## config.mk

```make
export PLATFORM = sky130hd
export DESIGN_NAME = mem_access_flat
export DESIGN_NICKNAME = d
export VERILOG_FILES = /design/src/rtl/mem_access_if.sv /design/src/rtl/mem_access.sv /design/src/flat_wrapper.sv
export SDC_FILE = /design/constraint.sdc
export NUM_CORES = 1
export LEC_CHECK = 0
export BUFFER_PORTS_ARGS = -buffer_cell sky130_fd_sc_hd__buf_2
export CAP_MARGIN = 20
export CORE_ASPECT_RATIO = 0.8
export CORE_MARGIN = 2
export CORE_UTILIZATION = 50
export CTS_CLUSTER_DIAMETER = 30
export DETAILED_ROUTE_END_ITERATION = 7
export PLACE_DENSITY = 0.81
export SLEW_MARGIN = 40
export SYNTH_ARGS = -nofsm -noshare
export SYNTH_HDL_FRONTEND = slang
export SYNTH_SLANG_ARGS = --single-unit
```

## constraint.sdc

```tcl
create_clock -name clk -period 6.4 [get_ports clk]
set_input_delay 1.28 -clock clk [delete_from_list [all_inputs] [get_ports clk]]
set_output_delay 1.28 -clock clk [all_outputs]
set_load 0.02 [all_outputs]
```

## src/rtl/mem_access_if.sv

```systemverilog
// rtl/mem_access_if.sv - data-memory req/ack bus between the memory stage and data memory
interface mem_access_if;
  logic        req;
  logic        we;
  logic [31:0] addr;
  logic [3:0]  wstrb;
  logic [31:0] wdata;
  logic        ack;
  logic [31:0] rdata;

  // Memory stage side: issues requests, receives completion
  modport master (
    output req, we, addr, wstrb, wdata,
    input  ack, rdata
  );

  // Data memory side
  modport slave (
    input  req, we, addr, wstrb, wdata,
    output ack, rdata
  );
endinterface

```

## src/rtl/mem_access.sv

```systemverilog
// rtl/mem_access.sv - RV32 memory stage (loads/stores on req/ack bus), optional MEM_MISALIGN_TRAP_EN
module mem_access #(
  parameter int TIMEOUT = 255
) (
  input  logic        clk,
  input  logic        rst,
  input  logic        valid_i,
  output logic        ready_o,
  input  logic [9:0]  opcode_info_i,
  input  logic [2:0]  funct3_i,
  input  logic [31:0] alu_result_i,
  input  logic [31:0] rs2_data_i,
  input  logic        rd_write_en_i,
  input  logic [4:0]  rd_id_i,
  mem_access_if.master dmem,
  output logic        wb_valid_o,
  output logic [9:0]  opcode_info_o,
  output logic [31:0] alu_result_o,
  output logic [31:0] mem_read_data_o,
  output logic        rd_write_en_o,
  output logic [4:0]  rd_id_o,
  output logic        bus_err_o
`ifdef MEM_MISALIGN_TRAP_EN
  ,
  output logic        misalign_o
`endif
);

  typedef enum logic [1:0] {IDLE, BUS, DONE} state_t;

  localparam logic [15:0] TMO_LAST = 16'(TIMEOUT - 1);

  state_t      state;
  logic [2:0]  funct3_q;
  logic [1:0]  lane_q;
  logic        load_q;
  logic        rd_we_q;
  logic [15:0] tmo_cnt;

  logic        accept;
  logic        acc_store;
  logic        acc_load;
  logic        acc_mem;
  logic        misalign;
  logic [1:0]  lane_in;
  logic [3:0]  st_wstrb;
  logic [31:0] st_wdata;
  logic [7:0]  ld_byte;
  logic [15:0] ld_half;
  logic [31:0] ld_data;

  assign accept  = valid_i & ready_o;
  assign lane_in = alu_result_i[1:0];

  // Decode the incoming op; store wins when both load and store bits are set
  always_comb begin
    acc_store = opcode_info_i[5];
    acc_load  = opcode_info_i[4] & ~opcode_info_i[5];
    acc_mem   = acc_store | acc_load;
    misalign  = 1'b0;
`ifdef MEM_MISALIGN_TRAP_EN
    if (acc_mem) begin
      case (funct3_i[1:0])
        2'b00:   misalign = 1'b0;
        2'b01:   misalign = lane_in[0];
        default: misalign = (lane_in != 2'b00);
      endcase
    end
`endif
  end

  // Store strobes and lane-replicated write data
  always_comb begin
    st_wstrb = 4'hF;
    st_wdata = rs2_data_i;
    case (funct3_i[1:0])
      2'b00: begin
        st_wstrb = 4'b0001 << lane_in;
        st_wdata = {4{rs2_data_i[7:0]}};
      end
      2'b01: begin
        st_wstrb = lane_in[1] ? 4'b1100 : 4'b0011;
        st_wdata = {2{rs2_data_i[15:0]}};
      end
      default: begin
        st_wstrb = 4'hF;
        st_wdata = rs2_data_i;
      end
    endcase
  end

  // Load lane select and sign/zero extension; unknown sizes read the full word
  always_comb begin
    ld_byte = dmem.rdata[7:0];
    case (lane_q)
      2'd0:    ld_byte = dmem.rdata[7:0];
      2'd1:    ld_byte = dmem.rdata[15:8];
      2'd2:    ld_byte = dmem.rdata[23:16];
      default: ld_byte = dmem.rdata[31:24];
    endcase
    ld_half = lane_q[1] ? dmem.rdata[31:16] : dmem.rdata[15:0];
    case (funct3_q)
      3'b000:  ld_data = {{24{ld_byte[7]}}, ld_byte};
      3'b001:  ld_data = {{16{ld_half[15]}}, ld_half};
      3'b100:  ld_data = {24'h0, ld_byte};
      3'b101:  ld_data = {16'h0, ld_half};
      default: ld_data = dmem.rdata;
    endcase
  end

  // Stage FSM: accept, run the bus access with timeout, present one write-back pulse
  always_ff @(posedge clk or posedge rst) begin
    if (rst) begin
      state           <= IDLE;
      ready_o         <= 1'b1;
      wb_valid_o      <= 1'b0;
      opcode_info_o   <= '0;
      alu_result_o    <= '0;
      mem_read_data_o <= '0;
      rd_write_en_o   <= 1'b0;
      rd_id_o         <= '0;
      bus_err_o       <= 1'b0;
`ifdef MEM_MISALIGN_TRAP_EN
      misalign_o      <= 1'b0;
`endif
      dmem.req        <= 1'b0;
      dmem.we         <= 1'b0;
      dmem.addr       <= '0;
      dmem.wstrb      <= '0;
      dmem.wdata      <= '0;
      funct3_q        <= '0;
      lane_q          <= '0;
      load_q          <= 1'b0;
      rd_we_q         <= 1'b0;
      tmo_cnt         <= '0;
    end else begin
      wb_valid_o <= 1'b0;
      bus_err_o  <= 1'b0;
`ifdef MEM_MISALIGN_TRAP_EN
      misalign_o <= 1'b0;
`endif
      case (state)
        IDLE: begin
          if (accept) begin
            opcode_info_o <= opcode_info_i;
            alu_result_o  <= alu_result_i;
            rd_id_o       <= rd_id_i;
            funct3_q      <= funct3_i;
            lane_q        <= lane_in;
            load_q        <= acc_load;
            rd_we_q       <= rd_write_en_i;
            tmo_cnt       <= '0;
            if (acc_mem && misalign) begin
              // Trapped access: no bus cycle, report through write-back
              state           <= DONE;
              ready_o         <= 1'b0;
              wb_valid_o      <= 1'b1;
              mem_read_data_o <= '0;
              rd_write_en_o   <= 1'b0;
`ifdef MEM_MISALIGN_TRAP_EN
              misalign_o      <= 1'b1;
`endif
            end else if (acc_mem) begin
              state      <= BUS;
              ready_o    <= 1'b0;
              dmem.req   <= 1'b1;
              dmem.we    <= acc_store;
              dmem.addr  <= {alu_result_i[31:2], 2'b00};
              dmem.wstrb <= acc_store ? st_wstrb : 4'h0;
              dmem.wdata <= acc_store ? st_wdata : 32'h0;
            end else begin
              // Non-memory ops write back straight from IDLE so they never stall
              wb_valid_o      <= 1'b1;
              mem_read_data_o <= '0;
              rd_write_en_o   <= rd_write_en_i;
            end
          end
        end
        BUS: begin
          if (dmem.ack) begin
            dmem.req        <= 1'b0;
            dmem.we         <= 1'b0;
            dmem.wstrb      <= 4'h0;
            wb_valid_o      <= 1'b1;
            mem_read_data_o <= load_q ? ld_data : 32'h0;
            rd_write_en_o   <= rd_we_q;
            state           <= DONE;
          end else if (tmo_cnt == TMO_LAST) begin
            dmem.req        <= 1'b0;
            dmem.we         <= 1'b0;
            dmem.wstrb      <= 4'h0;
            wb_valid_o      <= 1'b1;
            bus_err_o       <= 1'b1;
            mem_read_data_o <= '0;
            rd_write_en_o   <= 1'b0;
            state           <= DONE;
          end else begin
            tmo_cnt <= tmo_cnt + 16'd1;
          end
        end
        DONE: begin
          state   <= IDLE;
          ready_o <= 1'b1;
        end
        default: begin
          state   <= IDLE;
          ready_o <= 1'b1;
        end
      endcase
    end
  end

endmodule

```

## src/flat_wrapper.sv

```systemverilog
// flat-port wrapper written by rule: the top's interface ports become plain ports
module mem_access_flat 
#(
  parameter int TIMEOUT = 255
)
  (clk, rst, valid_i, ready_o, opcode_info_i, funct3_i, alu_result_i, rs2_data_i, rd_write_en_i, rd_id_i, wb_valid_o, opcode_info_o, alu_result_o, mem_read_data_o, rd_write_en_o, rd_id_o, bus_err_o, dmem_req, dmem_we, dmem_addr, dmem_wstrb, dmem_wdata, dmem_ack, dmem_rdata);
  mem_access_if dmem_i ();
  input  logic clk;
  input  logic rst;
  input  logic valid_i;
  output logic ready_o;
  input  logic [9:0] opcode_info_i;
  input  logic [2:0] funct3_i;
  input  logic [31:0] alu_result_i;
  input  logic [31:0] rs2_data_i;
  input  logic rd_write_en_i;
  input  logic [4:0] rd_id_i;
  output logic wb_valid_o;
  output logic [9:0] opcode_info_o;
  output logic [31:0] alu_result_o;
  output logic [31:0] mem_read_data_o;
  output logic rd_write_en_o;
  output logic [4:0] rd_id_o;
  output logic bus_err_o;
  output wire logic [$bits(dmem_i.req)-1:0] dmem_req;
  output wire logic [$bits(dmem_i.we)-1:0] dmem_we;
  output wire logic [$bits(dmem_i.addr)-1:0] dmem_addr;
  output wire logic [$bits(dmem_i.wstrb)-1:0] dmem_wstrb;
  output wire logic [$bits(dmem_i.wdata)-1:0] dmem_wdata;
  input wire logic [$bits(dmem_i.ack)-1:0] dmem_ack;
  input wire logic [$bits(dmem_i.rdata)-1:0] dmem_rdata;
  assign dmem_req = dmem_i.req;
  assign dmem_we = dmem_i.we;
  assign dmem_addr = dmem_i.addr;
  assign dmem_wstrb = dmem_i.wstrb;
  assign dmem_wdata = dmem_i.wdata;
  assign dmem_i.ack = dmem_ack;
  assign dmem_i.rdata = dmem_rdata;
  mem_access #(.TIMEOUT(TIMEOUT)) u_core (.clk(clk), .rst(rst), .valid_i(valid_i), .ready_o(ready_o), .opcode_info_i(opcode_info_i), .funct3_i(funct3_i), .alu_result_i(alu_result_i), .rs2_data_i(rs2_data_i), .rd_write_en_i(rd_write_en_i), .rd_id_i(rd_id_i), .dmem(dmem_i), .wb_valid_o(wb_valid_o), .opcode_info_o(opcode_info_o), .alu_result_o(alu_result_o), .mem_read_data_o(mem_read_data_o), .rd_write_en_o(rd_write_en_o), .rd_id_o(rd_id_o), .bus_err_o(bus_err_o));
endmodule
```

==> out/results.ini <==
[global_routing]
grt_max_degree=74
grt_pass1_wl_um=32900
gr-usage-all-layers=0.253
gr-total-overflow=0
antenna_found_initial=0
first_global_vias=6474

[synth]
yosysWarnings=0
synth_edf_count=0
syn-cell-area_um2=7780
synth_flop_cell=dfrtp_1
synthCells=739
synth_cell_types=53
yosysSeqAreaShare=0.559
async_reset_ff_frac=1.00
syn_avg_cell_area_um2=10.5
synth-seq-cells=174

[detailed_routing]
via_count=6684
drc_errors=0
ant_nets=0
dr.pass1.iters=4
routed_wl_um=21100
wl_per_cell_um=17.5
via_per_inst=5.55
drt-initial-drc-count=377

[clock_tree]
numCtsBuffers=17
cts_root_buffer=clkbuf_16
cts_max_level=4
ctsHoldBuffers=0
cts_setup_buffers=0
clk_path_buf_depth=2
cts_tree=yes
cts.sinks=174
worstSkewPairLatency_ns=0.42
clk_pin_slew_ns=0.07
cts-resized-gates=0

[timing]
maxSlewHeadroom=0.486
worst_slew_pin_slew_ns=0.770
finalClockSkew_ns=0.0128
finalMaxSlewViolations=0
max_freq_ghz=0.362
setup_viol=0
rsz0062_at_grt=no
tns_ns=0
min_period_ns=2.77
hold_violations=0
min_period_over_period=0.432

[worst_setup_path]
critPathArrivalTime_ns=3.07
critical_path_class=primary input to register
cp-start-kind=primary input
crit_path_max_fanout=62
end_kind=register
cp_data_required_time_ns=6.70

[layout]
utilization=0.648
nFillCells=1224
stdcell_area_um2=9800
area_growth_pct=25.9
n_antenna_cell=0
post_route_cells_drive_above_1_share=0.368
nets=1103
final_cells=1205

[outcome]
status=complete, no violations

[placed_design]
place_inst=1173
gp_congestion=0.819
dp_hpwl_um=14900
portBuffers=269
placed_area_um2=9260

[floorplanning]
initial_core_util=0.515
coreArea_um2=15100
core.rowCount=40
pin_count=272
dieArea_um2=16600
die_h_um=116
die_x_um=144

[power]
ir_drop_mv=0.189
power_mw=2.16
leakage_nw=5.55
p_per_area_nw_per_um2=221

[hold_path]
hold_path.class=register to register

[job]
drv_cap=0

registers in the layout (all words and copies together), names as in the netlist, 2 cells and up:
signal / flops
u_core.state: 2
u_core.rd_id_o: 5
u_core.tmo_cnt: 16
u_core.dmem.wstrb: 4
u_core.alu_result_o: 31
u_core.dmem.addr: 30
u_core.mem_read_data_o: 32
u_core.dmem.wdata: 32
u_core.opcode_info_o: 10
u_core.funct3_q: 3
routing by layer:
metal  GRT usage  part of all wire  vias to the layer above
li1            -                 -                     3089
met1       0.330              0.42                     3252
met2       0.416              0.48                      307
met3      0.0711             0.082                       36
met4      0.0771             0.018                        0
met5           0                 0                        -
per-stage QoR:
| stage | setup WS (ns) | hold WS (ns) |
|---|---|---|
| 2_1_floorplan | 0.405 | 0.451 |
| 4_1_cts | 3.66 | 0.469 |
| 6_report | 3.63 | 0.466 |
| 3_5_place_dp | 3.22 | 0.455 |
| 3_3_place_gp | 2.73 | 0.447 |
| 5_1_grt | 3.60 | 0.489 |
Yosys cell counts (all sizes together) (2+ instances only):
| master | n | area [µm²] |
|---|---|---|
| and4 | 3 | 26.3 |
| o211ai | 3 | 22.5 |
| nor4 | 2 | 18.8 |
| a221o | 25 | 250 |
| a211o | 8 | 70.1 |
| mux2 | 40 | 450 |
| dfrtp | 173 | 4330 |
| mux4 | 2 | 45.0 |
| a21o | 2 | 15.0 |
| and3b | 9 | 78.8 |
| nand2b | 2 | 12.5 |
| a211oi | 4 | 30.0 |
| nand2 | 194 | 728 |
| buf | 18 | 125 |
| and2 | 4 | 25.0 |
| o2bb2ai | 13 | 114 |
| ha | 2 | 25.0 |
| o21a | 2 | 15.0 |
| nand4 | 5 | 37.5 |
| and3 | 4 | 25.0 |
| a21oi | 31 | 155 |
| mux2i | 23 | 230 |
| or3 | 12 | 75.1 |
| o2111ai | 3 | 26.3 |
| nand3 | 15 | 75.1 |
| or2 | 6 | 37.5 |
| inv | 10 | 37.5 |
| a22o | 19 | 166 |
| nor2b | 3 | 18.8 |
| clkbuf | 35 | 131 |
| o21ai | 37 | 185 |
| nor2 | 15 | 56.3 |
layout make-up:
| cell class | count | area [µm²] | share of cell area |
|---|---|---|---|
| flip-flops and latches | 174 | 4360 | 0.445 |
| multi-input cells | 503 | 3170 | 0.323 |
| repair buffers | 276 | 1440 | 0.146 |
| clock buffers | 18 | 429 | 0.0438 |
| well taps | 210 | 263 | 0.0268 |
| clock inverters | 14 | 108 | 0.0110 |
| inverters | 10 | 42.5 | 0.00434 |
cells in the final DEF (no fill, tap or decap), types with 12 or more instances in the layout:
cell / n
buf_2: 269
nand2_1: 194
dfrtp_1: 173
mux2_2: 40
o21ai_0: 36
a21oi_1: 31
a221o_1: 25
mux2i_1: 23
a22o_1: 19
clkbuf_16: 17
nand3_1: 14
nor2_1: 13
o2bb2ai_1: 13
or3_1: 12
path summary, 6_finish.rpt:
| kind | from | to | slack (ns) | cells past startpoint |
|---|---|---|---|---|
| hold / removal | u_core.dmem.wdata[16] | u_core.dmem.wdata[16] | 0.47 | 2 |
| hold reg to reg | u_core.dmem.wdata[16] | u_core.dmem.wdata[16] | 0.47 | 2 |
| setup / recovery | valid_i | u_core.dmem.addr[8] | 3.63 | 6 |
| max in group asynchronous | rst | u_core.dmem.wdata[30] | 4.39 | 3 |
| min in group asynchronous | rst | u_core.rd_id_o[1] | 0.96 | 2 |
| setup reg to reg | u_core.alu_result_o[1] | u_core.mem_read_data_o[29] | 4.10 | 4 |
worst max-delay path, cell delays in order:
cell and delay (ns):
buf_2 0.13, and4bb_4 0.30, buf_12 0.21, o21ai_4 0.07, buf_4 0.60, mux2_2 0.42
logic make-up after synthesis:
group                    Yosys count  synth area share
buffers and inverters             63            0.0378
AO/OA/AOI/OAI                    153             0.141
XOR/XNOR                           1           0.00113
AND/OR/NAND/NOR                  280             0.164
multiplexers                      65            0.0932
adder cells (fa/ha/maj)            2           0.00321
flip-flops                       174             0.559
other                              1          0.000482
power breakdown:
group          internal (mW)  total (mW)  switching, mW
sequential              1.10        1.10              0
clock                  0.504       0.955          0.451
combinational         0.0438       0.108         0.0640
No activity file was read; power rests on OpenSTA's default activity.
